## config.mk

```make
export PLATFORM = sky130hd
export DESIGN_NAME = apb_mst_ctrl_flat
export DESIGN_NICKNAME = d
export VERILOG_FILES = /design/src/rtl/apb_mst_ctrl_if.sv /design/src/rtl/apb_mst_ctrl.sv /design/src/flat_wrapper.sv
export SDC_FILE = /design/constraint.sdc
export NUM_CORES = 1
export LEC_CHECK = 0
export CAP_MARGIN = 20
export CORE_MARGIN = 3
export CORE_UTILIZATION = 40
export CTS_BUF_LIST = sky130_fd_sc_hd__clkbuf_8 sky130_fd_sc_hd__clkbuf_16
export CTS_CLUSTER_DIAMETER = 120
export DETAILED_ROUTE_END_ITERATION = 10
export PLACE_DENSITY = 0.83
export SYNTH_ARGS = -nofsm -noshare
export SYNTH_HDL_FRONTEND = slang
export SYNTH_SLANG_ARGS = --single-unit
```

## constraint.sdc

```tcl
create_clock -name sys_clk -period 3.3 [get_ports sys_clk]
set_clock_uncertainty 0.1 [all_clocks]
set_input_delay 0.66 -clock sys_clk [delete_from_list [all_inputs] [get_ports sys_clk]]
set_output_delay 0.66 -clock sys_clk [all_outputs]
set_load 0.02 [all_outputs]
```

## src/rtl/apb_mst_ctrl_if.sv

```systemverilog
// Command/response and APB bus bundle for apb_mst_ctrl.
// The master modport is the controller's view; slave is the requester + APB target side.
interface apb_mst_ctrl_if #(
   parameter int unsigned ADDR_W = 12,
   parameter int unsigned DATA_W = 32
);
   localparam int unsigned STRB_W = DATA_W / 8;

   logic              cmd_valid;
   logic              cmd_ready;
   logic              cmd_write;
   logic [ADDR_W-1:0] cmd_addr;
   logic [DATA_W-1:0] cmd_wdata;
   logic [STRB_W-1:0] cmd_strb;

   logic              rsp_valid;
   logic              rsp_ready;
   logic [DATA_W-1:0] rsp_rdata;
   logic              rsp_err;
   logic              rsp_timeout;

   logic              tim_psel;
   logic              tim_penable;
   logic              tim_pwrite;
   logic [ADDR_W-1:0] tim_paddr;
   logic [DATA_W-1:0] tim_pwdata;
   logic [STRB_W-1:0] tim_pstrb;
   logic [DATA_W-1:0] tim_prdata;
   logic              tim_pready;
   logic              tim_pslverr;

   modport master (
      input  cmd_valid, cmd_write, cmd_addr, cmd_wdata, cmd_strb, rsp_ready,
             tim_prdata, tim_pready, tim_pslverr,
      output cmd_ready, rsp_valid, rsp_rdata, rsp_err, rsp_timeout,
             tim_psel, tim_penable, tim_pwrite, tim_paddr, tim_pwdata, tim_pstrb
   );

   modport slave (
      output cmd_valid, cmd_write, cmd_addr, cmd_wdata, cmd_strb, rsp_ready,
             tim_prdata, tim_pready, tim_pslverr,
      input  cmd_ready, rsp_valid, rsp_rdata, rsp_err, rsp_timeout,
             tim_psel, tim_penable, tim_pwrite, tim_paddr, tim_pwdata, tim_pstrb
   );
endinterface

```

## src/rtl/apb_mst_ctrl.sv

```systemverilog
// APB3/APB4 initiator: one outstanding command turned into a SETUP/ACCESS transfer,
// with wait states, PSLVERR capture and an optional PREADY timeout.
module apb_mst_ctrl #(
   parameter int unsigned ADDR_W  = 12,
   parameter int unsigned DATA_W  = 32,
   parameter int unsigned TIMEOUT = 16
) (
   input  logic           sys_clk,
   input  logic           sys_rst,
   apb_mst_ctrl_if.master bus
);
   localparam int unsigned STRB_W = DATA_W / 8;
   localparam int unsigned CNT_W  = (TIMEOUT > 1) ? $clog2(TIMEOUT + 1) : 1;

   typedef enum logic [1:0] {StIdle, StSetup, StAccess, StResp} state_e;

   state_e            state_q, state_d;
   logic [CNT_W-1:0]  wait_cnt_q, wait_cnt_d;
   logic              write_q;
   logic [ADDR_W-1:0] addr_q;
   logic [DATA_W-1:0] wdata_q;
   logic [STRB_W-1:0] strb_q;
   logic [DATA_W-1:0] rdata_q;
   logic              err_q;
   logic              timeout_q;

   logic              accept;
   logic              timeout_hit;
   logic [31:0]       cnt_inc;
   logic              bus_active;

   always_comb begin
      cnt_inc     = 32'(wait_cnt_q) + 32'd1;
      accept      = (state_q == StIdle) && bus.cmd_valid;
      // Only meaningful while PREADY is low; a simultaneous PREADY takes priority.
      timeout_hit = (TIMEOUT != 0) && (cnt_inc == TIMEOUT);
   end

   always_ff @(posedge sys_clk) begin
      if (sys_rst) begin
         state_q    <= StIdle;
         wait_cnt_q <= '0;
         write_q    <= 1'b0;
         addr_q     <= '0;
         wdata_q    <= '0;
         strb_q     <= '0;
         rdata_q    <= '0;
         err_q      <= 1'b0;
         timeout_q  <= 1'b0;
      end else begin
         state_q    <= state_d;
         wait_cnt_q <= wait_cnt_d;
         if (accept) begin
            write_q <= bus.cmd_write;
            addr_q  <= bus.cmd_addr;
            wdata_q <= bus.cmd_wdata;
            strb_q  <= bus.cmd_strb;
         end
         if (state_q == StAccess) begin
            if (bus.tim_pready) begin
               rdata_q   <= write_q ? '0 : bus.tim_prdata;
               err_q     <= bus.tim_pslverr;
               timeout_q <= 1'b0;
            end else if (timeout_hit) begin
               rdata_q   <= '0;
               err_q     <= 1'b1;
               timeout_q <= 1'b1;
            end
         end
      end
   end

   always_comb begin
      state_d    = state_q;
      wait_cnt_d = wait_cnt_q;
      unique case (state_q)
         StIdle:   if (bus.cmd_valid) state_d = StSetup;
         StSetup:  state_d = StAccess;
         StAccess: begin
            if (bus.tim_pready) begin
               state_d = StResp;
            end else begin
               wait_cnt_d = CNT_W'(cnt_inc);
               if (timeout_hit) state_d = StResp;
            end
         end
         StResp: begin
            if (bus.rsp_ready) begin
               state_d    = StIdle;
               wait_cnt_d = '0;
            end
         end
         default:  state_d = StIdle;
      endcase
   end

   always_comb begin
      bus_active      = (state_q == StSetup) || (state_q == StAccess);
      bus.cmd_ready   = (state_q == StIdle);
      bus.tim_psel    = bus_active;
      bus.tim_penable = (state_q == StAccess);
      bus.tim_pwrite  = bus_active && write_q;
      bus.tim_pstrb   = (bus_active && write_q) ? strb_q : '0;
      // Address and data keep their last value after release.
      bus.tim_paddr   = addr_q;
      bus.tim_pwdata  = wdata_q;
      bus.rsp_valid   = (state_q == StResp);
      bus.rsp_rdata   = rdata_q;
      bus.rsp_err     = err_q;
      bus.rsp_timeout = timeout_q;
   end
endmodule

```

## src/flat_wrapper.sv

```systemverilog
// flat-port wrapper written by rule: the top's interface ports become plain ports
module apb_mst_ctrl_flat 
#(
   parameter int unsigned ADDR_W  = 12,
   parameter int unsigned DATA_W  = 32,
   parameter int unsigned TIMEOUT = 16
)
  (sys_clk, sys_rst, bus_cmd_valid, bus_cmd_write, bus_cmd_addr, bus_cmd_wdata, bus_cmd_strb, bus_rsp_ready, bus_tim_prdata, bus_tim_pready, bus_tim_pslverr, bus_cmd_ready, bus_rsp_valid, bus_rsp_rdata, bus_rsp_err, bus_rsp_timeout, bus_tim_psel, bus_tim_penable, bus_tim_pwrite, bus_tim_paddr, bus_tim_pwdata, bus_tim_pstrb);
  apb_mst_ctrl_if #(.ADDR_W(ADDR_W), .DATA_W(DATA_W)) bus_i ();
  input  logic sys_clk;
  input  logic sys_rst;
  input wire logic [$bits(bus_i.cmd_valid)-1:0] bus_cmd_valid;
  input wire logic [$bits(bus_i.cmd_write)-1:0] bus_cmd_write;
  input wire logic [$bits(bus_i.cmd_addr)-1:0] bus_cmd_addr;
  input wire logic [$bits(bus_i.cmd_wdata)-1:0] bus_cmd_wdata;
  input wire logic [$bits(bus_i.cmd_strb)-1:0] bus_cmd_strb;
  input wire logic [$bits(bus_i.rsp_ready)-1:0] bus_rsp_ready;
  input wire logic [$bits(bus_i.tim_prdata)-1:0] bus_tim_prdata;
  input wire logic [$bits(bus_i.tim_pready)-1:0] bus_tim_pready;
  input wire logic [$bits(bus_i.tim_pslverr)-1:0] bus_tim_pslverr;
  output wire logic [$bits(bus_i.cmd_ready)-1:0] bus_cmd_ready;
  output wire logic [$bits(bus_i.rsp_valid)-1:0] bus_rsp_valid;
  output wire logic [$bits(bus_i.rsp_rdata)-1:0] bus_rsp_rdata;
  output wire logic [$bits(bus_i.rsp_err)-1:0] bus_rsp_err;
  output wire logic [$bits(bus_i.rsp_timeout)-1:0] bus_rsp_timeout;
  output wire logic [$bits(bus_i.tim_psel)-1:0] bus_tim_psel;
  output wire logic [$bits(bus_i.tim_penable)-1:0] bus_tim_penable;
  output wire logic [$bits(bus_i.tim_pwrite)-1:0] bus_tim_pwrite;
  output wire logic [$bits(bus_i.tim_paddr)-1:0] bus_tim_paddr;
  output wire logic [$bits(bus_i.tim_pwdata)-1:0] bus_tim_pwdata;
  output wire logic [$bits(bus_i.tim_pstrb)-1:0] bus_tim_pstrb;
  assign bus_i.cmd_valid = bus_cmd_valid;
  assign bus_i.cmd_write = bus_cmd_write;
  assign bus_i.cmd_addr = bus_cmd_addr;
  assign bus_i.cmd_wdata = bus_cmd_wdata;
  assign bus_i.cmd_strb = bus_cmd_strb;
  assign bus_i.rsp_ready = bus_rsp_ready;
  assign bus_i.tim_prdata = bus_tim_prdata;
  assign bus_i.tim_pready = bus_tim_pready;
  assign bus_i.tim_pslverr = bus_tim_pslverr;
  assign bus_cmd_ready = bus_i.cmd_ready;
  assign bus_rsp_valid = bus_i.rsp_valid;
  assign bus_rsp_rdata = bus_i.rsp_rdata;
  assign bus_rsp_err = bus_i.rsp_err;
  assign bus_rsp_timeout = bus_i.rsp_timeout;
  assign bus_tim_psel = bus_i.tim_psel;
  assign bus_tim_penable = bus_i.tim_penable;
  assign bus_tim_pwrite = bus_i.tim_pwrite;
  assign bus_tim_paddr = bus_i.tim_paddr;
  assign bus_tim_pwdata = bus_i.tim_pwdata;
  assign bus_tim_pstrb = bus_i.tim_pstrb;
  apb_mst_ctrl #(.ADDR_W(ADDR_W), .DATA_W(DATA_W), .TIMEOUT(TIMEOUT)) u_core (.sys_clk(sys_clk), .sys_rst(sys_rst), .bus(bus_i));
endmodule
```

==> flow_summary.yaml, run 1 <==
sta:
  fin_crit_sh_pct: 83.5
  setup_viol: 0
  setup_tns_ps: 0
  worstMarginPinSlew_ps: 857
  max_freq_mhz: 363
  slew-limit-headroom_pct: 42.8
  rsz0062_at_grt: "false"
  finalMaxSlewViolations: 0
  finalHoldViolations: 0
  fin_ws_ps: 543
  period_needed_ps: 2760
  holdWs_ps: 355
die:
  die_h_um: 104
  start_util_pct: 41.5
  io_pins: 174
  die_area_mm2: 0.0108
  die-width_um: 104
  fp-row-count: 35
  core-area_mm2: 0.00928
grt:
  grt_max_degree: 76
  grt_pass1_vias: 3757
  grt.overflow.total: 0
  antenna_found_initial: 0
  grt_pass1_wl_um: 18200
  grt_use_total_pct: 20.1
layout:
  drive_gt1_share_pct: 5.75
  antenna_cells: 0
  fillCellCount: 777
  areaGrowthSynthToFinish_pct: 51.0
  fin_nets: 713
  fin_area_mm2: 0.00582
  fin_cells: 755
placement:
  placed_area_mm2: 0.00563
  gp_congestion: 0.844
  io_buffers: 173
  dp_slack_ps: 873
  dpl.hpwl_um: 7940
  dpl.cell_count: 740
yosys:
  synthDistinctLibCells: 35
  syn-num-nets: 560
  synth_top_area_share_pct: 46.8
  ys_seq_area_share_pct: 46.8
  synth_edf_count: 0
  synth_most_common_cell: "nand2_1"
  synthArstFlopShare_pct: 0
  synth_common_cells: "102 x nand2_1, 90 x a21oi_1, 90 x dfxtp_1"
  yosys_warnings: 0
  synth_ff_type: "dfxtp_1"
  synth_area_leader_cell: "dfxtp_1"
  ys_ff_latch: 90
  syn_area_mm2: 0.00385
  syn_area_per_cell_um2: 8.21
  synthTopCellsByArea: "dfxtp_1 47%, a21oi_1 12%, nand2_1 9.9%"
  synthCells: 469
critical_path:
  cp_max_fo: 7
  critical_path_class: "reg2out"
  required_ps: 2540
  worstPathArrival_ps: 2000
  endpoint_kind: "output pin"
  setup.worst_path.start_class: "register"
pwr:
  vdd_ir_drop_max_uv: 389
  power.density_mw_per_mm2: 648
  p_leak_uw: 0.00210
routing:
  avgViaCountPerCell: 5.26
  drc: 0
  drt_first_pass_iters: 5
  antenna_left: 0
  via_count: 3971
  detail_route.wl_per_cell_um: 14.7
  dr.first_iter.drc_count: 115
  finalWirelength_um: 11100
clock_tree:
  clock_latency_ps: 350
  cts-root-buf: "clkbuf_8"
  numCtsBuffers: 9
  clock_path_buffers: 2
  clk_pin_slew_ps: 90
  cts_num_sinks: 90
  post_cts_resized: 0
  post_cts_buffers: 0
  cts.htree.levels: 3
  tritoncts: "done"
  cts_hold_buf: 0
run_status:
  status: "complete, no violations"
min_path:
  hp-class: "reg2reg"
flow_run:
  maxCapViolCount: 0
layout by cell type, fill, tap and decap left out, types with 3 or more instances in the layout:
master	n
a21oi_1	90
and3_1	4
nand2_1	102
nand2b_1	4
buf_4	9
dfxtp_1	90
clkbuf_8	9
and2_1	3
o211ai_2	6
ha_1	3
clkdlybuf4s50_1	172
a31oi_1	34
nor2b_1	32
o211ai_1	27
nor2_1	7
inv_1	5
layer usage:
layer	track usage, %	up-vias	routed length, µm
li1	-	1940	-
met3	7.76	19	1120
met5	0	-	0
met1	24.9	1845	4770
met4	6.74	0	208
met2	31.9	167	5010
registers in the layout, indices dropped and copies added, names as in the netlist:
name                    cells
u_core.bus.tim_paddr       12
u_core.bus.tim_pwdata      32
u_core.write_q              1
u_core.bus.rsp_rdata       32
u_core.state_q              2
u_core.wait_cnt_q           5
u_core.bus.rsp_err          1
u_core.strb_q               4
u_core.bus.rsp_timeout      1
worst max-delay path, cell delays in order (launching register included):
cell	delay, ps
dfxtp_1	370
inv_1	80
ha_1	390
and3_1	180
clkdlybuf4s50_1	630
kinds of logic (layout without fill, tap and decap cells):
kind of cell    count (synthesis)  count (layout)  share of synthesized area, %
buf+inv                        46             203                          5.85
compound gates                167             167                          26.6
mux                             1               1                         0.260
simple gates                  161             161                          19.3
flops                          90              90                          46.8
fa+ha+maj                       4               4                          1.30
layout make-up:
class                           instances  area [µm²]  area share, %
Clock buffer                            9         124           2.13
Clock inverter                          6        67.6           1.16
Inverter                                5        18.8          0.323
Multi-Input combinational cell        333        1830           31.4
Sequential cell                        90        1800           31.0
Tap cell                              129         161           2.77
Timing Repair Buffer                  183        1810           31.2
where the power goes:
| group | internal (µW) | switching (µW) |
|---|---|---|
| registers | 1290 | 132 |
| clock network | 349 | 391 |
| logic | 717 | 891 |
metrics by stage:
stage	total power, µW	util, %
final	3770	62.7
after global routing	4010	62.7
after CTS	3810	62.7
after detailed placement	3060	60.6
after global placement	3020	60.6
after floorplan	2370	-
final timing paths:
| kind | from | to | slack [ps] | cells after the start |
|---|---|---|---|---|
| max | u_core.state_q[0] | bus_tim_pstrb[3] | 540 | 4 |
| min | u_core.strb_q[3] | u_core.strb_q[3] | 360 | 2 |
| max reg2reg | u_core.state_q[0] | u_core.wait_cnt_q[3] | 1110 | 7 |
| min reg2reg | u_core.strb_q[3] | u_core.strb_q[3] | 360 | 2 |
Note: power is estimated with default switching activity, not from simulation.
==> run 2: changes to the inputs <==
==> constraint.sdc (replaced) <==
create_clock -name sys_clk -period 2.7 [get_ports sys_clk]
set_clock_uncertainty 0.1 [all_clocks]
set_input_delay 0.54 -clock sys_clk [delete_from_list [all_inputs] [get_ports sys_clk]]
set_output_delay 0.54 -clock sys_clk [all_outputs]
set_load 0.02 [all_outputs]
==> run 2 against run 1 <==
Final cell count rose by 0.40%. Flip-flop and latch count did not move. Cell area rose by 0.84%. Worst setup slack got worse by 430 ps. Critical path type unchanged. Highest routed layer unchanged.
==> flow_summary.yaml, run 2 (synthesis gave the netlist of run 1 again) <==
run_status:
  status: "complete, no violations"
routing:
  detail_route.wl_per_cell_um: 15.1
  drc: 0
  dr.first_iter.drc_count: 141
  antenna_left: 0
  avgViaCountPerCell: 5.22
  finalWirelength_um: 11400
  drt_first_pass_iters: 4
  via_count: 3953
sta:
  period_needed_ps: 2580
  setup_tns_ps: 0
  max_freq_mhz: 387
  finalMaxSlewViolations: 0
  setup_viol: 0
  slew-limit-headroom_pct: 53.2
  finalHoldViolations: 0
  rsz0062_at_grt: "false"
  worstMarginPinSlew_ps: 702
  fin_ws_ps: 115
  holdWs_ps: 356
  fin_crit_sh_pct: 95.7
grt:
  grt_use_total_pct: 21.1
  grt.overflow.total: 0
  grt_pass1_vias: 3839
  antenna_found_initial: 0
  grt_max_degree: 76
  grt_pass1_wl_um: 19100
clock_tree:
  cts_num_sinks: 90
  clk_pin_slew_ps: 90
  clock_path_buffers: 2
  numCtsBuffers: 9
  clock_latency_ps: 350
  cts-root-buf: "clkbuf_8"
  tritoncts: "done"
  cts.htree.levels: 3
  post_cts_buffers: 0
layout:
  layout_commonest_cell: "clkdlybuf4s50_1"
  layout_common_cells: "168 x clkdlybuf4s50_1, 102 x nand2_1, 90 x a21oi_1, 90 x dfxtp_1, 34 x a31oi_1"
  utilization_pct: 63.2
  fin_nets: 715
  fillCellCount: 818
  drive_gt1_share_pct: 6.52
  antenna_cells: 0
  areaGrowthSynthToFinish_pct: 52.3
placement:
  dp_slack_ps: 413
  dpl.hpwl_um: 8150
  gp_congestion: 0.814
  io_buffers: 173
min_path:
  hp-class: "reg2reg"
critical_path:
  critical_path_class: "reg2out"
  required_ps: 2060
  worstPathArrival_ps: 1940
  cp_max_fo: 7
  setup.worst_path.start_class: "register"
  endpoint_kind: "output pin"
die:
  die_h_um: 104
  start_util_pct: 41.5
  die_area_mm2: 0.0108
  fp-row-count: 35
  core-area_mm2: 0.00928
  die-width_um: 104
  io_pins: 174
pwr:
  p_leak_uw: 0.00218
  power.density_mw_per_mm2: 802
  finalPower_uw: 4700
  vdd_ir_drop_max_uv: 456
flow_run:
  maxCapViolCount: 0
run 2: cell count changes in the layout (fill, tap and decap cells not counted):
cell	previous run	this run
clkinvlp_4	1	3
clkinv_4	2	0
clkdlybuf4s50_1	172	168
clkbuf_8	9	11
dlymetal6s2s_1	0	4
ha_1	3	2
buf_4	9	11
ha_2	1	2
inv_1	5	4
run 2: critical path, stage by stage, from the launching register on:
cell,delay [ps]
dfxtp_1,380
inv_1,60
ha_2,400
and2_1,150
clkdlybuf4s50_1,600
run 2: what timing repair did:
item / 4_1_cts / 5_1_grt
resized for setup: 0 / 5
setup endpoints to repair: 0 / 5
hold buffers: 0 / 0
run 2: through the flow:
step           area, µm²  instances
6_report            5870        758
3_3_place_gp        5640        742
5_1_grt             5870        758
3_5_place_dp        5640        742
2_1_floorplan       3850        469
4_1_cts             5850        758
run 2: final cells by class:
cell class	instances	area (µm²)	area share, %
Clock inverter	5	61.3	1.05
Timing Repair Buffer	185	1840	31.4
Tap cell	129	161	2.75
Multi-Input combinational cell	333	1830	31.2
Clock buffer	11	151	2.58
Sequential cell	90	1800	30.7
Inverter	5	18.8	0.320
run 2: worst paths after layout:
| check | end | slack (ps) | startpoint | cells after the start |
|---|---|---|---|---|
| worst min register to register | u_core.bus.tim_pwdata[11] | 360 | u_core.bus.tim_pwdata[11] | 2 |
| worst max-delay path | bus_tim_pwrite | 120 | u_core.state_q[1] | 4 |
| worst max register to register | u_core.wait_cnt_q[3] | 460 | u_core.state_q[0] | 7 |
| worst min-delay path | u_core.bus.tim_pwdata[11] | 360 | u_core.bus.tim_pwdata[11] | 2 |
run 2: routing by layer:
metal  global-route usage (%)  vias to the layer above  part of all wire (%)  wire length, µm
met3                     7.88                       12                    10             1160
met4                     6.84                        0                   1.3              154
met2                     34.9                      175                    47             5390
met1                     25.5                     1825                    41             4740
li1                         -                     1941                     -                -
met5                        0                        -                     0                0
run 2: where the power goes:
| group | switching, µW | leakage (µW) | internal (µW) |
|---|---|---|---|
| Clock | 496 | 0.0000982 | 482 |
| Combinational | 1100 | 0.00135 | 886 |
| Sequential | 161 | 0.000734 | 1580 |
| Total | 1760 | 0.00218 | 2950 |
==> run 3: changes to the inputs <==
--- a/config.mk
+++ b/config.mk
@@ -6,12 +6,15 @@
 export NUM_CORES = 1
 export LEC_CHECK = 0
 export CAP_MARGIN = 20
+export CELL_PAD_IN_SITES_DETAIL_PLACEMENT = 1
+export CELL_PAD_IN_SITES_GLOBAL_PLACEMENT = 2
 export CORE_MARGIN = 3
-export CORE_UTILIZATION = 40
+export CORE_UTILIZATION = 23
 export CTS_BUF_LIST = sky130_fd_sc_hd__clkbuf_8 sky130_fd_sc_hd__clkbuf_16
 export CTS_CLUSTER_DIAMETER = 120
 export DETAILED_ROUTE_END_ITERATION = 10
-export PLACE_DENSITY = 0.83
+export MAX_ROUTING_LAYER = met4
+export PLACE_DENSITY = 0.87
 export SYNTH_ARGS = -nofsm -noshare
 export SYNTH_HDL_FRONTEND = slang
 export SYNTH_SLANG_ARGS = --single-unit
==> run 3 against run 2 <==
Die area increased by 69%. Wire length grew 19%. Sequential power about the same. Worst setup slack improved by 120 ps. Combinational power hardly changed. Critical endpoint is now bus_tim_psel. Global-route usage is 5.8 points lower.
==> flow_summary.yaml, run 3 (synthesis gave the netlist of run 1 again) <==
sta:
  fin_crit_sh_pct: 91.2
  worstMarginPinSlew_ps: 747
  finalHoldViolations: 0
  finalMaxSlewViolations: 0
  rsz0062_at_grt: "false"
  setup_viol: 0
  max_freq_mhz: 406
  fin_ws_ps: 236
  setup_tns_ps: 0
  period_needed_ps: 2460
  slew-limit-headroom_pct: 50.2
layout:
  fillCellCount: 1878
  fin_nets: 715
  antenna_cells: 0
  layout_common_cells: "167 x clkdlybuf4s50_1, 102 x nand2_1, 90 x a21oi_1, 90 x dfxtp_1, 34 x a31oi_1"
  drive_gt1_share_pct: 6.37
  ff_latch_area_mm2: 0.00180
  layout_commonest_cell: "clkdlybuf4s50_1"
  areaGrowthSynthToFinish_pct: 56.8
  multi_input_area_mm2: 0.00183
routing:
  detail_route.wl_per_cell_um: 16.2
  via_count: 4037
  drc: 0
  drt_first_pass_iters: 4
  dr.first_iter.drc_count: 111
  avgViaCountPerCell: 4.78
  antenna_left: 0
  finalWirelength_um: 13700
clock_tree:
  cts.htree.levels: 3
  clk_pin_slew_ps: 70
  cts-root-buf: "clkbuf_16"
  cts_hold_buf: 0
  clock_path_buffers: 2
  numCtsBuffers: 9
  clock_latency_ps: 350
  tritoncts: "done"
  cts_num_sinks: 90
run_status:
  status: "complete, no violations"
min_path:
  hold_path_depth: 2
  hp-class: "reg2reg"
placement:
  gp_congestion: 0.818
  io_buffers: 173
  dpl.hpwl_um: 9830
  dp_slack_ps: 412
pwr:
  power.density_mw_per_mm2: 825
  p_leak_uw: 0.00224
  vdd_ir_drop_max_uv: 354
critical_path:
  path_cells: "inv_1 -> ha_2 -> clkdlybuf4s50_1"
  critical_path_class: "reg2out"
  worstPathArrival_ps: 1820
  cp_max_fo: 7
  endpoint_kind: "output pin"
  setup.worst_path.start_class: "register"
  cpMaxStageDelayCell: "clkdlybuf4s50_1"
  required_ps: 2060
  cpPeakStageDelay_ps: 630
  timing.reg2reg.worst_path_depth: 7
grt:
  grt_pass1_wl_um: 21700
  grt_use_total_pct: 15.3
  grt_max_degree: 76
  grt.overflow.total: 0
  antenna_found_initial: 0
  grt_pass1_vias: 4340
die:
  die_area_mm2: 0.0183
  die_h_um: 135
  die-width_um: 135
  fp-row-count: 46
  io_pins: 174
  core-area_mm2: 0.0161
  start_util_pct: 23.9
flow_run:
  maxCapViolCount: 0
## run 3: power breakdown
part           switching, µW  total, µW  internal, µW  leakage [µW]
Clock                    561       1210           651      0.000135
Combinational           1140       2020           878       0.00137
Sequential               172       1750          1580      0.000734
## run 3: per-layer routing
metal / up-vias / track usage, % / routed length (µm)
li1: 1948 / - / -
met4: 0 / 3.36 / 106
met3: 12 / 5.94 / 1040
met1: 1955 / 17.2 / 5730
met2: 122 / 25.8 / 6770
met5: - / - / 0
## run 3: repair_timing
item                                   in CTS  in global routing
resized for setup                           0                  6
setup buffers                               0                  0
setup endpoints to repair                   0                  5
endpoints found under the hold margin       0                  0
## run 3: final timing paths
path	from	to	slack (ps)
setup / recovery	u_core.state_q[1]	bus_tim_psel	240
hold / removal	u_core.bus.tim_pwdata[11]	u_core.bus.tim_pwdata[11]	360
setup reg to reg	u_core.state_q[0]	u_core.state_q[0]	490
hold reg to reg	u_core.bus.tim_pwdata[11]	u_core.bus.tim_pwdata[11]	360
## run 3: critical path, delay by kind of cell (launching register included)
family                     cells  cell delay [ps]
buffers and inverters          2              700
DFF                            1              380
adders and majority gates      1              400
## run 3: layout make-up
| type | instances | share of cell area, % |
|---|---|---|
| clock buffer | 10 | 3.96 |
| clock inverter | 5 | 0.642 |
| timing repair buffer | 185 | 30.5 |
| tap | 216 | 4.47 |
| sequential | 90 | 29.8 |
| multi-input combinational | 333 | 30.3 |
| inverter | 5 | 0.311 |
## run 3: metrics by stage
stage / hold WS, ps / std cells / utilization, % / instance area (µm²) / power [µW]
floorplan: 332 / 469 / - / 3850 / 2900
global placement: 342 / 829 / 35.7 / 5750 / 3740
detailed placement: 350 / 829 / 35.7 / 5750 / 3810
CTS: 358 / 844 / 37.4 / 6030 / 5050
global route: 375 / 844 / 37.5 / 6040 / 5300
finish: 355 / 844 / 37.5 / 6040 / 4980
==> edit: new RTL, config.mk and constraints of run 2 <==
Make the reset (`sys_rst`) asynchronous in one clocked block.
--- a/src/rtl/apb_mst_ctrl.sv
+++ b/src/rtl/apb_mst_ctrl.sv
@@ -38,3 +38,3 @@
 
-   always_ff @(posedge sys_clk) begin
+   always_ff @(posedge sys_clk or posedge sys_rst) begin
       if (sys_rst) begin
Check against the original RTL: differs if sys_rst is asserted again (counterexample within 4 cycles, from zero or initial values and one cycle with sys_rst high); with sys_rst held inactive, the same outputs for 10 cycles.
==> edit against run 2 <==
- setup slack gained 0.043 ns
- sequential cell count unchanged
- routed wire length decreased by 7.3%
- total power is 54% higher
- synthesized area is 1.4% higher
- non-clock buffer count is 5 lower
- cell area up 2.2%
- worst hold slack improved by 0.056 ns
- register-to-register slack better by 0.04 ns
- clock power shrank 5.0%
- critical path depth is 1 lower
- combinational power up 94%
- sequential share of layout area up 6.9 points
- critical path type unchanged
- critical endpoint is now bus_tim_psel
==> edit: results (changes against run 2) <==
outcome: "finished clean"
async_flop_share_pct: 100  # +100 points
grtUsageTotal_pct: 19.0  # -2.1 points
drtIter0Drc: 123  # -13%
use_met3_pct: 5.62  # -2.3 points
worst-r2r-cell-count: 6  # -1
nFillCells: 758  # -7.3%
r2r-end: "u_core.bus.rsp_rdata[6]$_DFFE_PP0P_"
preCtsSetupSlack_ns: 0.386  # -0.0264 ns
holdWs_ns: 0.412  # +0.0556 ns
wirelength_um: 10600  # -7.3%
synth_nets: 407  # -27%
synth.distinct_cells: 36  # +2.9%
crit_start: "u_core.state_q[1]$_DFFE_PP0P_"
place_inst: 605  # -18%
use_met2_pct: 33.2  # -1.7 points
grt_pass1_vias: 3427  # -11%
critPathArrivalTime_ns: 1.90  # -0.04 ns
p_leak_nw: 2.50  # +15%
crit_fanout: 8  # +1
max_stage_delay_ns: 0.64  # +0.04 ns
ctsResizeCount: 1  # +1
fin_nets: 578  # -19%
synth-seq-area-share_pct: 57.7  # +11 points
synthTopCellsByArea: "dfrtp_1 (58%), mux2_2 (14%), a22oi_1 (6.3%), nand2b_1 (5.1%), o21ai_0 (5.0%)"
r2r_slack_ns: 0.50  # +0.04 ns
met1_usage_pct: 22.5  # -3.0 points
hold_end: "u_core.bus.tim_paddr[10]$_DFFE_PP0P_"
worstSetupEndpoint: "bus_tim_psel"
wl_met2_um: 5580  # +3.5%
grt_max_degree: 57  # -25%
==> edit: cell types whose count changed after synthesis, moves of 10 or more <==
cell	change
dfrtp_1	+90
nor2b_1	-30
o21ai_0	+37
nand2b_1	+28
o211ai_1	-25
dfxtp_1	-90
mux2_2	+49
buf_2	-11
a21oi_1	-86
nand2_1	-95
a22oi_1	+33
a31oi_1	-33
clkbuf_1	-10
==> edit: where the power goes <==
group,switching [mW],internal [mW]
logic,1.87,2.00
registers,0.457,2.01
clock network,0.495,0.435
==> edit: kinds of logic after synthesis <==
family,after synthesis,share of synthesized area [%]
fa+ha+maj,4,1.28
buf+inv,24,3.11
simple gates,61,9.39
mux,51,14.6
flops,90,57.7
compound gates,86,13.9
==> edit: final cells by class <==
type                       count  share of cell area, %
tap                          129                   2.69
clock buffer                   9                   2.07
sequential                    90                   37.6
clock inverter                 7                   1.27
timing repair buffer         180                   30.3
multi-input combinational    202                   25.7
inverter                       4                  0.313
